[src/rtl/resp_packer_pkg.sv]
// Shared definitions for the response packer: FSM state encoding,
// default byte/ALU widths and the byte-count type.
package resp_packer_pkg;

  localparam int unsigned DATA_WIDTH_DEF = 8;
  localparam int unsigned ALU_WIDTH_DEF  = 16;

  typedef enum logic [1:0] {
    ST_IDLE  = 2'd0,
    ST_BYTE0 = 2'd1,
    ST_BYTE1 = 2'd2,
    ST_CSUM  = 2'd3
  } state_t;

  // Number of data bytes in the captured response (1 = read data, 2 = ALU)
  typedef logic [1:0] cnt_t;

  localparam cnt_t CNT_ONE = 2'd1;
  localparam cnt_t CNT_TWO = 2'd2;

endpackage

[src/rtl/resp_packer.sv]
// Response packer: captures an ALU result or register read and serialises it
// LSB-first into an async FIFO write port, stalling on FIFO_FULL.
// Optional trailing XOR checksum byte when RESP_PACKER_CHECKSUM_EN is defined.
module resp_packer
  import resp_packer_pkg::*;
#(
  parameter int unsigned DATA_WIDTH = DATA_WIDTH_DEF,
  parameter int unsigned ALU_WIDTH  = ALU_WIDTH_DEF
) (
  input  logic                  CLK,
  input  logic                  RST,
  input  logic [ALU_WIDTH-1:0]  ALU_OUT,
  input  logic                  OUT_Valid,
  input  logic [DATA_WIDTH-1:0] RdData,
  input  logic                  RdData_Valid,
  input  logic                  FIFO_FULL,
  output logic [DATA_WIDTH-1:0] TX_P_Data,
  output logic                  TX_D_VLD,
  output logic                  Busy,
  output logic                  Drop
);

  state_t               state;
  state_t               state_nxt;
  state_t               after_data;
  logic [ALU_WIDTH-1:0] cap;
  cnt_t                 cnt;
  logic                 wr;
  logic [DATA_WIDTH-1:0] byte_lo;
  logic [DATA_WIDTH-1:0] byte_hi;

  assign byte_lo = cap[DATA_WIDTH-1:0];
  assign byte_hi = cap[2*DATA_WIDTH-1:DATA_WIDTH];

  // A byte leaves whenever a response is pending and the FIFO has room
  assign wr = (state != ST_IDLE) && !FIFO_FULL;

`ifdef RESP_PACKER_CHECKSUM_EN
  logic [DATA_WIDTH-1:0] csum;

  // XOR of the data bytes actually carried by this response
  assign csum       = byte_lo ^ ((cnt == CNT_TWO) ? byte_hi : '0);
  assign after_data = ST_CSUM;
`else
  assign after_data = ST_IDLE;
`endif

  // State register
  always_ff @(posedge CLK or posedge RST) begin
    if (RST) begin
      state <= ST_IDLE;
    end else begin
      state <= state_nxt;
    end
  end

  // Next-state: leave IDLE on any strobe, otherwise advance only on a write
  always_comb begin
    state_nxt = state;
    case (state)
      ST_IDLE: begin
        if (OUT_Valid || RdData_Valid) begin
          state_nxt = ST_BYTE0;
        end
      end
      ST_BYTE0: begin
        if (wr) begin
          state_nxt = (cnt == CNT_ONE) ? after_data : ST_BYTE1;
        end
      end
      ST_BYTE1: begin
        if (wr) begin
          state_nxt = after_data;
        end
      end
      ST_CSUM: begin
`ifdef RESP_PACKER_CHECKSUM_EN
        if (wr) begin
          state_nxt = ST_IDLE;
        end
`else
        state_nxt = ST_IDLE;
`endif
      end
      default: state_nxt = ST_IDLE;
    endcase
  end

  // Capture register and byte count, loaded only from IDLE (ALU has priority)
  always_ff @(posedge CLK or posedge RST) begin
    if (RST) begin
      cap <= '0;
      cnt <= '0;
    end else if (state == ST_IDLE) begin
      if (OUT_Valid) begin
        cap <= ALU_OUT;
        cnt <= CNT_TWO;
      end else if (RdData_Valid) begin
        cap <= ALU_WIDTH'(RdData);
        cnt <= CNT_ONE;
      end
    end
  end

  // Outputs: byte mux, write strobe, busy and discarded-strobe pulse
  always_comb begin
    TX_P_Data = '0;
    TX_D_VLD  = wr;
    Busy      = (state != ST_IDLE);
    Drop      = 1'b0;
    case (state)
      ST_BYTE0: TX_P_Data = byte_lo;
      ST_BYTE1: TX_P_Data = byte_hi;
`ifdef RESP_PACKER_CHECKSUM_EN
      ST_CSUM:  TX_P_Data = csum;
`endif
      default:  TX_P_Data = '0;
    endcase
    if (!RST) begin
      if (state == ST_IDLE) begin
        Drop = OUT_Valid && RdData_Valid;
      end else begin
        Drop = OUT_Valid || RdData_Valid;
      end
    end
  end

endmodule

[config.mk]
export PLATFORM = sky130hd
export DESIGN_NAME = resp_packer
export DESIGN_NICKNAME = d
export VERILOG_FILES = /design/src/rtl/resp_packer_pkg.sv /design/src/rtl/resp_packer.sv
export SDC_FILE = /design/constraint.sdc
export NUM_CORES = 1
export LEC_CHECK = 0
export BUFFER_PORTS_ARGS = -buffer_cell sky130_fd_sc_hd__buf_2
export CAP_MARGIN = 10
export CORE_MARGIN = 1.5
export CORE_UTILIZATION = 40
export DETAILED_ROUTE_END_ITERATION = 8
export PLACE_DENSITY = 0.66
export SYNTH_ARGS = -nofsm -noshare
export SYNTH_HDL_FRONTEND = slang
export SYNTH_SLANG_ARGS = --single-unit
[constraint.sdc]
create_clock -name CLK -period 1.7 [get_ports CLK]
set_clock_uncertainty 0.15 [all_clocks]
set_input_delay 0 -clock CLK [delete_from_list [all_inputs] [get_ports CLK]]
set_output_delay 0 -clock CLK [all_outputs]
set_load 0.01 [all_outputs]
==> results of run 1 <==
## worst max path at each step
| stage | from | endpoint | slack [ns] | cells after the start |
|---|---|---|---|---|
| 2_1_floorplan | state[0] | cap[0] | 0.31 | 6 |
| 3_3_place_gp | state[1] | state[0] | 0.19 | 5 |
| 3_5_place_dp | state[0] | cap[5] | 0.15 | 5 |
| 4_1_cts | state[1] | TX_P_Data[7] | 0.004 | 4 |
| 5_1_grt | state[1] | TX_P_Data[6] | -0.01 | 5 |
| 6_report | state[0] | TX_P_Data[0] | 0.06 | 6 |
## metrics by stage
step | instances | hold slack [ns] | power [mW] | worst slack (ns)
floorplan | 116 | -0.186 | 1.70 | 0.312
global placement | 181 | 0.0401 | 2.00 | 0.193
detailed placement | 181 | 0.0421 | 2.04 | 0.150
CTS | 212 | 0.0764 | 2.38 | 0.00442
global route | 214 | 0.0942 | 2.73 | -0.0101
finish | 214 | 0.0796 | 2.53 | 0.0583
## power by group
group          switching, mW  internal (mW)  total, mW  leakage, nW
sequential             0.145          0.700      0.845        0.249
clock                  0.141         0.0824      0.223       0.0138
combinational          0.768          0.696       1.46        0.555
## cell type report
| class | count | area (um2) | area share |
|---|---|---|---|
| well taps | 30 | 37.5 | 0.0227 |
| multi-input cells | 85 | 564 | 0.341 |
| flip-flops and latches | 20 | 500 | 0.302 |
| clock buffers | 3 | 22.5 | 0.0136 |
| repair buffers | 72 | 517 | 0.312 |
| inverters | 4 | 15.0 | 0.00906 |
## worst max-delay path, delay by kind of cell (launching register included)
kind	cells	cell delay, ns
flip-flops	1	0.42
buffers and inverters	3	0.40
adder cells (fa/ha/maj)	1	0.19
AND/OR/NAND/NOR	1	0.11
AO/OA/AOI/OAI	1	0.08
## metal layers
layer | up-vias | track usage
met3 | 4 | 0.0269
met1 | 484 | 0.232
met2 | 31 | 0.391
met4 | 0 | 0.0691
met5 | - | 0
li1 | 536 | -
## repair_timing
| action | 4_1_cts | 5_1_grt |
|---|---|---|
| endpoints found under the setup margin | 8 | 21 |
| setup buffers | 0 | 2 |
| resized for setup | 6 | 6 |
| hold buffers | 28 | 0 |
| hold endpoints to repair | 40 | 0 |
| pin swaps | 0 | 1 |
## cell families (layout without fill, tap and decap cells)
kind of cell             Yosys count  count (layout)
flip-flops                        20              20
adder cells (fa/ha/maj)            4               4
multiplexers                       8               8
buffers and inverters             11              79
AND/OR/NAND/NOR                   46              46
AO/OA/AOI/OAI                     27              27
## placed cells by master, fill, tap and decap left out, types with 4 or more instances in the layout
cell            n
buf_2          39
dlygate4sd3_1  28
nand2_1        26
dfrtp_1        20
o21ai_1        11
mux2i_1         8
nand3_1         8
a22oi_1         7
nor2b_1         7
a21oi_1         4
buf_4           4
## state kept, by name, indices dropped and copies added (netlist names)
register	flops
cap	16
cnt	2
state	2
==> summary.txt, run 1 <==
Yosys
  • Synth top area cells: dfrtp_1, nand2_1, mux2i_1, a22oi_1, o21ai_1
  • Sequential share of the synthesized area: 0.464
  • Syn nets: 149
  • Cells after Synth: 116
  • Multiplexer share of the synthesized area: 0.0742
  • Largest family of logic cells by synthesized area: simple AND/OR/NAND/NOR gates
  • Top-count cell post-synth: nand2_1
  • Top cell type's share of synthesized area: 0.464
  • Top_reg_cell synth: dfrtp_1
  • Avg Cell Area, Syn: 9.30 um2
  • Synth unique cells: 20
  • #FFs+latches synth: 20
  • Netlist area before placement: 1080 um2
  • Post-synth EDFFs: 0
  • Ys async rst share: 1.00
  • Yosys top cell by area: dfrtp_1
  • Simple-Gate Fraction of Synth Area: 0.195
  • Synth Area in Adders: 0.0464
  • Post-synth top cells: nand2_1, dfrtp_1, o21ai_1
  • Synth Area in Compound Gates: 0.164
  • YS warnings: 0
  • XOR/XNOR Fraction of Synth Area: 0

Timing
  • Fmax: 0.609 GHz
  • Rel. slew slack: 0.485
  • Pins Over Slew Limit: 0
  • Final setup fails: 0
  • Final hold vios: 0
  • Minimum clock period: 1.64 ns
  • Setup_tns: 0 ns
  • Fin crit share: 0.966
  • Measured slew at the worst slew-check pin: 0.771 ns

Critical path
  • Worst Setup End Kind: primary output
  • Critical Path Max Stage Delay: 0.42 ns
  • Reg-to-reg endpoint: cap[4]
  • Slowest CP cell: dfrtp_1
  • Crit path kind: reg2out
  • Critical Path Source Type: register
  • Crit path arrival time: 1.49 ns
  • Reg2Reg Launch Point: state[0]
  • Largest fanout on the critical path: 6
  • Required @ worst endpoint: 1.55 ns
  • FF-to-FF path depth: 6
  • Worst-path cell chain: inv_2 -> ha_4 -> buf_6 -> a22oi_1 -> nor2b_1 -> buf_2
  • Reg-to-reg setup timing slack: 0.09 ns

Clock network
  • Root Driver: clkbuf_4
  • Clk buf depth: 2
  • H-tree depth: 1
  • Worst-Skew Late Latency: 0.29 ns
  • Clk sinks: 20
  • CTS tree: yes
  • Clk slew on worst S/H paths: 0.11 ns
  • CTS buffer count: 3

Global route
  • Gr usage total: 0.205
  • Vias in the first global route: 1059
  • GR Overflow Total: 0
  • Largest net degree at the start of global routing: 25
  • Global-route wire length before repair: 4350 um
  • Initial antenna violation count: 0

Run status
  • Outcome: finished, final reports clean

Final layout
  • Finished Cell Area: 1660 um2
  • Nets: 219
  • Fillers: 214
  • Finished Core Util: 0.657
  • Area growth syn-to-layout: 53.6%
  • N_diodes: 0
  • Fraction of layout cells with a size suffix above 1: 0.304

Floorplan
  • Die Area: 3020 um2
  • Die width: 54.9 um
  • Die height: 54.9 um
  • FP Rows: 18
  • Initial Util: 0.428
  • Core ar.: 2520 um2
  • Num ports: 40

Route
  • Met3 Wirelength: 112 um
  • DRT Wirelength: 2880 um
  • Met2 WL: 1490 um
  • Initial detailed-routing violation count: 21
  • WL/cell: 13.5 um
  • Vias per inst: 4.93
  • First-pass DRT Iterations: 4
  • DR vias: 1055
  • Remaining DRCs: 0
  • Final ANT Viol Nets: 0
  • Highest routed layer: met4
  • DRT met1 WL: 1250 um

Placement
  • Port bufs: 39
  • Placement Cell Area: 1290 um2
  • Final GP Congestion: 0.804
  • HPWL after DPL: 1800 um

Hold path
  • Min-delay src: OUT_Valid
  • Worst min path class: in2reg
  • Min-Delay Endpoint: state[0]
  • WHS Path Cells: 4

Pwr
  • VDD IR max: 0.973 mV
  • P per Cell Area: 1530 nW/um2
  • P_leak: 0.818 nW

Flow run
  • Max Cap Viol: 0
(Power assumes the default switching activity.)
==> inputs of run 2 (changes only) <==
--- a/config.mk
+++ b/config.mk
@@ -10,6 +10,7 @@
 export CORE_MARGIN = 1.5
 export CORE_UTILIZATION = 40
 export DETAILED_ROUTE_END_ITERATION = 8
+export GPL_TIMING_DRIVEN = 0
 export PLACE_DENSITY = 0.66
 export SYNTH_ARGS = -nofsm -noshare
 export SYNTH_HDL_FRONTEND = slang
==> run 2 against run 1 <==
Against the previous run:
- non-clock buffer count rose by 4
- combinational power about the same
- clock power shrank 4%
- sequential power down 2%
- setup slack better by 0.0062 ns
- total power down 1.7%
- via count grew 4.4%
- die area stayed put
- design area is 0.83% higher
- fmax rose by 0.38%
- sequential cell count unchanged
- global-route usage is 0.13 points lower
==> summary.txt, run 2 (same netlist as run 1, synthesis figures left out) <==
Global route
  • Largest net degree at the start of global routing: 21
  • Initial antenna violation count: 0
  • Global-route wire length before repair: 4270 um
  • GR Overflow Total: 0
  • Gr usage total: 0.204
  • Vias in the first global route: 1001

Final layout
  • Fillers: 220
  • N_diodes: 0
  • Largest registers: cap x16, cnt x2, state x2
  • Nets: 223
  • Finished Cell Area: 1670 um2
  • Finished Core Util: 0.662
  • Commonest non-fill, non-tap cell in the layout: buf_2
  • Fraction of layout cells with a size suffix above 1: 0.309
  • Max FFs per register: 16
  • Area growth syn-to-layout: 54.9%
  • Largest Register: cap
  • Most frequent cells in the layout: buf_2, dlygate4sd3_1, nand2_1, dfrtp_1, o21ai_1

Critical path
  • Reg-to-reg setup timing slack: 0.12 ns
  • Critical Path Source Type: input pin
  • Crit path kind: in2reg
  • Reg-to-reg endpoint: state[0]
  • Reg2Reg Launch Point: state[0]
  • Worst Setup End Kind: register
  • Worst Setup EP: cap[6]
  • Worst Setup SP: OUT_Valid
  • Crit path arrival time: 1.67 ns
  • Largest fanout on the critical path: 10
  • FF-to-FF path depth: 7
  • Required @ worst endpoint: 1.73 ns

Placement
  • HPWL after DPL: 1860 um
  • Placement Cell Area: 1310 um2
  • Final GP Congestion: 0.761
  • Port bufs: 39

Clock network
  • H-tree depth: 1
  • Worst-Skew Late Latency: 0.29 ns
  • Root Driver: clkbuf_4
  • CTS buffer count: 3
  • Clk sinks: 20
  • Clk slew on worst S/H paths: 0.10 ns
  • CTS tree: yes
  • Clk buf depth: 2

Timing
  • Min Hold Slack: 0.223 ns
  • Pins Over Slew Limit: 0
  • Setup_tns: 0 ns
  • RSZ-0062 raised after global routing: yes
  • Fin crit share: 0.962
  • Rel. slew slack: 0.506
  • Minimum clock period: 1.64 ns
  • Final setup fails: 0
  • Measured slew at the worst slew-check pin: 0.740 ns
  • Fmax: 0.611 GHz
  • Final hold vios: 0

Floorplan
  • Initial Util: 0.428
  • Core ar.: 2520 um2
  • Die width: 54.9 um
  • FP Rows: 18
  • Die Area: 3020 um2
  • Die height: 54.9 um
  • Num ports: 40

Route
  • DRT Wirelength: 2860 um
  • Vias per inst: 5.05
  • First-pass DRT Iterations: 4
  • WL/cell: 13.1 um
  • Remaining DRCs: 0
  • Initial detailed-routing violation count: 12
  • Final ANT Viol Nets: 0
  • DR vias: 1101

Flow run
  • Max Cap Viol: 0

Pwr
  • P per Cell Area: 1490 nW/um2
  • P_leak: 0.841 nW
  • VDD IR max: 1.26 mV

Hold path
  • Worst min path class: in2async

Run status
  • Outcome: finished, final reports clean
==> run 2: changes by cell type in the layout (fill, tap and decap cells not counted) <==
cell	delta
buf_4	+1
buf_2	+1
buf_6	+1
ha_4	-3
buf_12	+1
nor2b_2	-1
ha_1	+3
a22oi_2	+2
nor2b_1	+1
a22oi_1	-2
==> run 2: worst min path at each step <==
stage / startpoint / end / depth (start not counted)
global route: RST / state[1] / 3
finish: RST / state[0] / 3
detailed placement: RST / cap[10] / 2
CTS: RST / cap[10] / 3
floorplan: RST / cap[0] / 1
global placement: RST / cnt[1] / 2
==> run 2: layout make-up <==
class / count / area (um2) / share of cell area
multi-input cells: 85 / 534 / 0.320
well taps: 30 / 37.5 / 0.0225
flip-flops and latches: 20 / 500 / 0.300
inverters: 4 / 15.0 / 0.00899
clock buffers: 3 / 22.5 / 0.0135
plain buffers: 7 / 67.6 / 0.0404
repair buffers: 69 / 493 / 0.295
==> run 2: metal layers <==
layer  part of all wire  routed length [um]  global-route usage  vias up
met2               0.51                1450               0.365       33
met1               0.44                1270               0.241      523
met4             0.0067                  19              0.0813        0
met5                  0                   0                   0        -
li1                   -                   -                   -      541
met3              0.041                 117              0.0349        4
==> run 2: power breakdown <==
part,switching (mW),internal (mW)
Sequential,0.132,0.700
Combinational,0.758,0.682
Clock,0.133,0.0824
==> run 2: per-stage QoR <==
stage | power (mW) | setup slack [ns] | instances
2_1_floorplan | 1.70 | 0.312 | 116
3_3_place_gp | 2.04 | 0.180 | 185
3_5_place_dp | 2.08 | 0.147 | 185
4_1_cts | 2.37 | 0.0329 | 216
5_1_grt | 2.71 | -0.0190 | 218
6_report | 2.49 | 0.0646 | 218
==> run 2: timing repair <==
item / 4_1_cts / 5_1_grt
buffers inserted: 0 / 2
gates resized for setup: 2 / 11
endpoints found under the hold margin: 40 / 0
hold buffers: 28 / 0
endpoints found under the setup margin: 6 / 13
==> run 2: critical path: stages <==
cell and delay (ns):
dlygate4sd3_1 0.53, buf_4 0.15, buf_12 0.14, mux2i_1 0.20, dlygate4sd3_1 0.58, o21ai_1 0.06
==> inputs of run 3 (changes only) <==
==> constraint.sdc (replaced) <==
create_clock -name CLK -period 2.02 [get_ports CLK]
set_clock_uncertainty 0.15 [all_clocks]
set_input_delay 0 -clock CLK [delete_from_list [all_inputs] [get_ports CLK]]
set_output_delay 0 -clock CLK [all_outputs]
set_load 0.01 [all_outputs]
==> run 3 against run 2 <==
Against the previous run:
- via count down 1.6%
- design area is 3.4% lower
- register-to-register slack better by 0.33 ns
- sequential power shrank 17%
- sequential share of layout area increased by 1.0 points
- setup slack gained 0.22 ns
- first-iteration DRC count is 58% higher
- count of clock-buffer cells in the layout is the same
- non-clock buffer count is 2 lower
==> summary.txt, run 3 (same netlist as run 1, synthesis figures left out) <==
Run status
  • Outcome: finished, final reports clean

Critical path
  • Critical Path Source Type: register
  • Worst-path cell chain: inv_1 -> ha_1 -> buf_2 -> a22oi_1 -> nor2b_1 -> buf_2
  • CP top delay family: buffers and inverters
  • Crit path arrival time: 1.59 ns
  • Critical Path Max Stage Delay: 0.39 ns
  • Reg-to-reg setup timing slack: 0.45 ns
  • Worst path most repeated cell: buf_2
  • Largest fanout on the critical path: 10
  • Crit path kind: reg2out
  • FF-to-FF path depth: 6
  • Worst Setup End Kind: primary output
  • Reg-to-reg endpoint: cap[6]
  • Required @ worst endpoint: 1.87 ns
  • Reg2Reg Launch Point: state[1]
  • Slowest CP cell: dfrtp_1
  • CP Buf/Inv Count: 3

Global route
  • Global-route wire length before repair: 4270 um
  • Largest net degree at the start of global routing: 21
  • Initial antenna violation count: 0
  • GR Overflow Total: 0
  • Vias in the first global route: 1001
  • Gr usage total: 0.204

Route
  • DRT met1 WL: 1240 um
  • Highest routed layer: met4
  • Final ANT Viol Nets: 0
  • DR vias: 1083
  • Met2 WL: 1410 um
  • WL/cell: 12.9 um
  • First-pass DRT Iterations: 4
  • Vias per inst: 5.01
  • Initial detailed-routing violation count: 19
  • Met3 Wirelength: 110 um
  • DRT Wirelength: 2790 um
  • Remaining DRCs: 0

Clock network
  • H-tree depth: 1
  • CTS resizes: 0
  • Worst-Skew Late Latency: 0.29 ns
  • Clk buf depth: 2
  • CTS buffer count: 3
  • Root Driver: clkbuf_4
  • Setup bufs post-CTS: 0
  • Clk sinks: 20
  • Clk slew on worst S/H paths: 0.10 ns
  • CTS tree: yes

Timing
  • Final setup fails: 0
  • Fmax: 0.576 GHz
  • Setup ws final: 0.285 ns
  • Measured slew at the worst slew-check pin: 0.739 ns
  • Final hold vios: 0
  • Rel. slew slack: 0.507
  • RSZ-0062 raised after global routing: no
  • Minimum clock period: 1.74 ns
  • Pins Over Slew Limit: 0
  • Fin crit share: 0.859
  • Setup_tns: 0 ns
  • Min Hold Slack: 0.219 ns

Pwr
  • Total net switching power: 822 uW
  • Logic gate share of total power: 0.559
  • P per Cell Area: 1220 nW/um2
  • Power Total: 1.97 mW
  • P_leak: 0.825 nW
  • Switching Share: 0.416
  • Sequential Power Share: 0.348
  • Int Power: 1.15 mW
  • Clock share of power: 0.093
  • VDD IR max: 0.847 mV

Floorplan
  • Core ar.: 2520 um2
  • Die Area: 3020 um2
  • FP Rows: 18
  • Die height: 54.9 um
  • Initial Util: 0.428
  • Num ports: 40
  • Die width: 54.9 um

Placement
  • HPWL after DPL: 1860 um
  • Final GP Congestion: 0.761
  • Port bufs: 39
  • Pre-CTS setup slack: 0.467 ns

Final layout
  • Largest registers: cap x16, cnt x2, state x2
  • Area of the multi-input gates: 517 um2
  • Most frequent cells in the layout: buf_2, dlygate4sd3_1, nand2_1, dfrtp_1, o21ai_1
  • Fraction of layout cells with a size suffix above 1: 0.269
  • Sequential Area: 500 um2
  • Largest Register: cap
  • Fillers: 220
  • Max FFs per register: 16
  • Area growth syn-to-layout: 49.7%
  • Nets: 221
  • Commonest non-fill, non-tap cell in the layout: buf_2
  • N_diodes: 0

Flow run
  • Max Cap Viol: 0

Hold path
  • Worst min path class: in2async
==> run 3: worst max path at each step <==
stage	startpoint	endpoint	cells past startpoint
2_1_floorplan	state[0]	cap[0]	6
3_3_place_gp	state[1]	cap[2]	6
3_5_place_dp	state[0]	cap[6]	6
4_1_cts	state[1]	TX_P_Data[5]	6
5_1_grt	state[1]	TX_P_Data[5]	6
6_report	state[1]	TX_P_Data[1]	6
==> run 3: area by class of cell <==
type                            count  area share
Buffer                              7      0.0287
Clock buffer                        3      0.0140
Timing Repair Buffer               67       0.295
Multi-Input combinational cell     85       0.320
Tap cell                           30      0.0233
Sequential cell                    20       0.310
Inverter                            4     0.00930
==> run 3: power by group through the flow <==
stage | clock (mW) | sequential [mW] | combinational, mW
after CTS | 0.188 | 0.690 | 1.11
after floorplan | 0 | 0.667 | 0.765
final | 0.183 | 0.687 | 1.10
after global placement | 0 | 0.691 | 1.03
after global routing | 0.206 | 0.711 | 1.24
after detailed placement | 0 | 0.700 | 1.05
==> run 3: worst min-delay path, cell delays in order <==
cell and delay (ns):
dlygate4sd3_1 0.52, buf_2 0.12, inv_1 0.54
==> run 3: routing by layer <==
metal / track usage / up-vias
met3: 0.0349 / 5
met4: 0.0813 / 0
met1: 0.241 / 509
li1: - / 537
met2: 0.365 / 32
met5: 0 / -
==> run 3: stage by stage <==
step                      utilization  cell area (um2)  std cells
after floorplan                     -             1080        116
after global placement          0.520             1310        185
after detailed placement        0.520             1310        185
after CTS                       0.640             1610        216
after global routing            0.640             1610        216
final                           0.640             1610        216
==> run 3: what timing repair did <==
action,CTS,global route
hold endpoints to repair,40,0
endpoints found under the setup margin,0,0
hold buffers,28,0
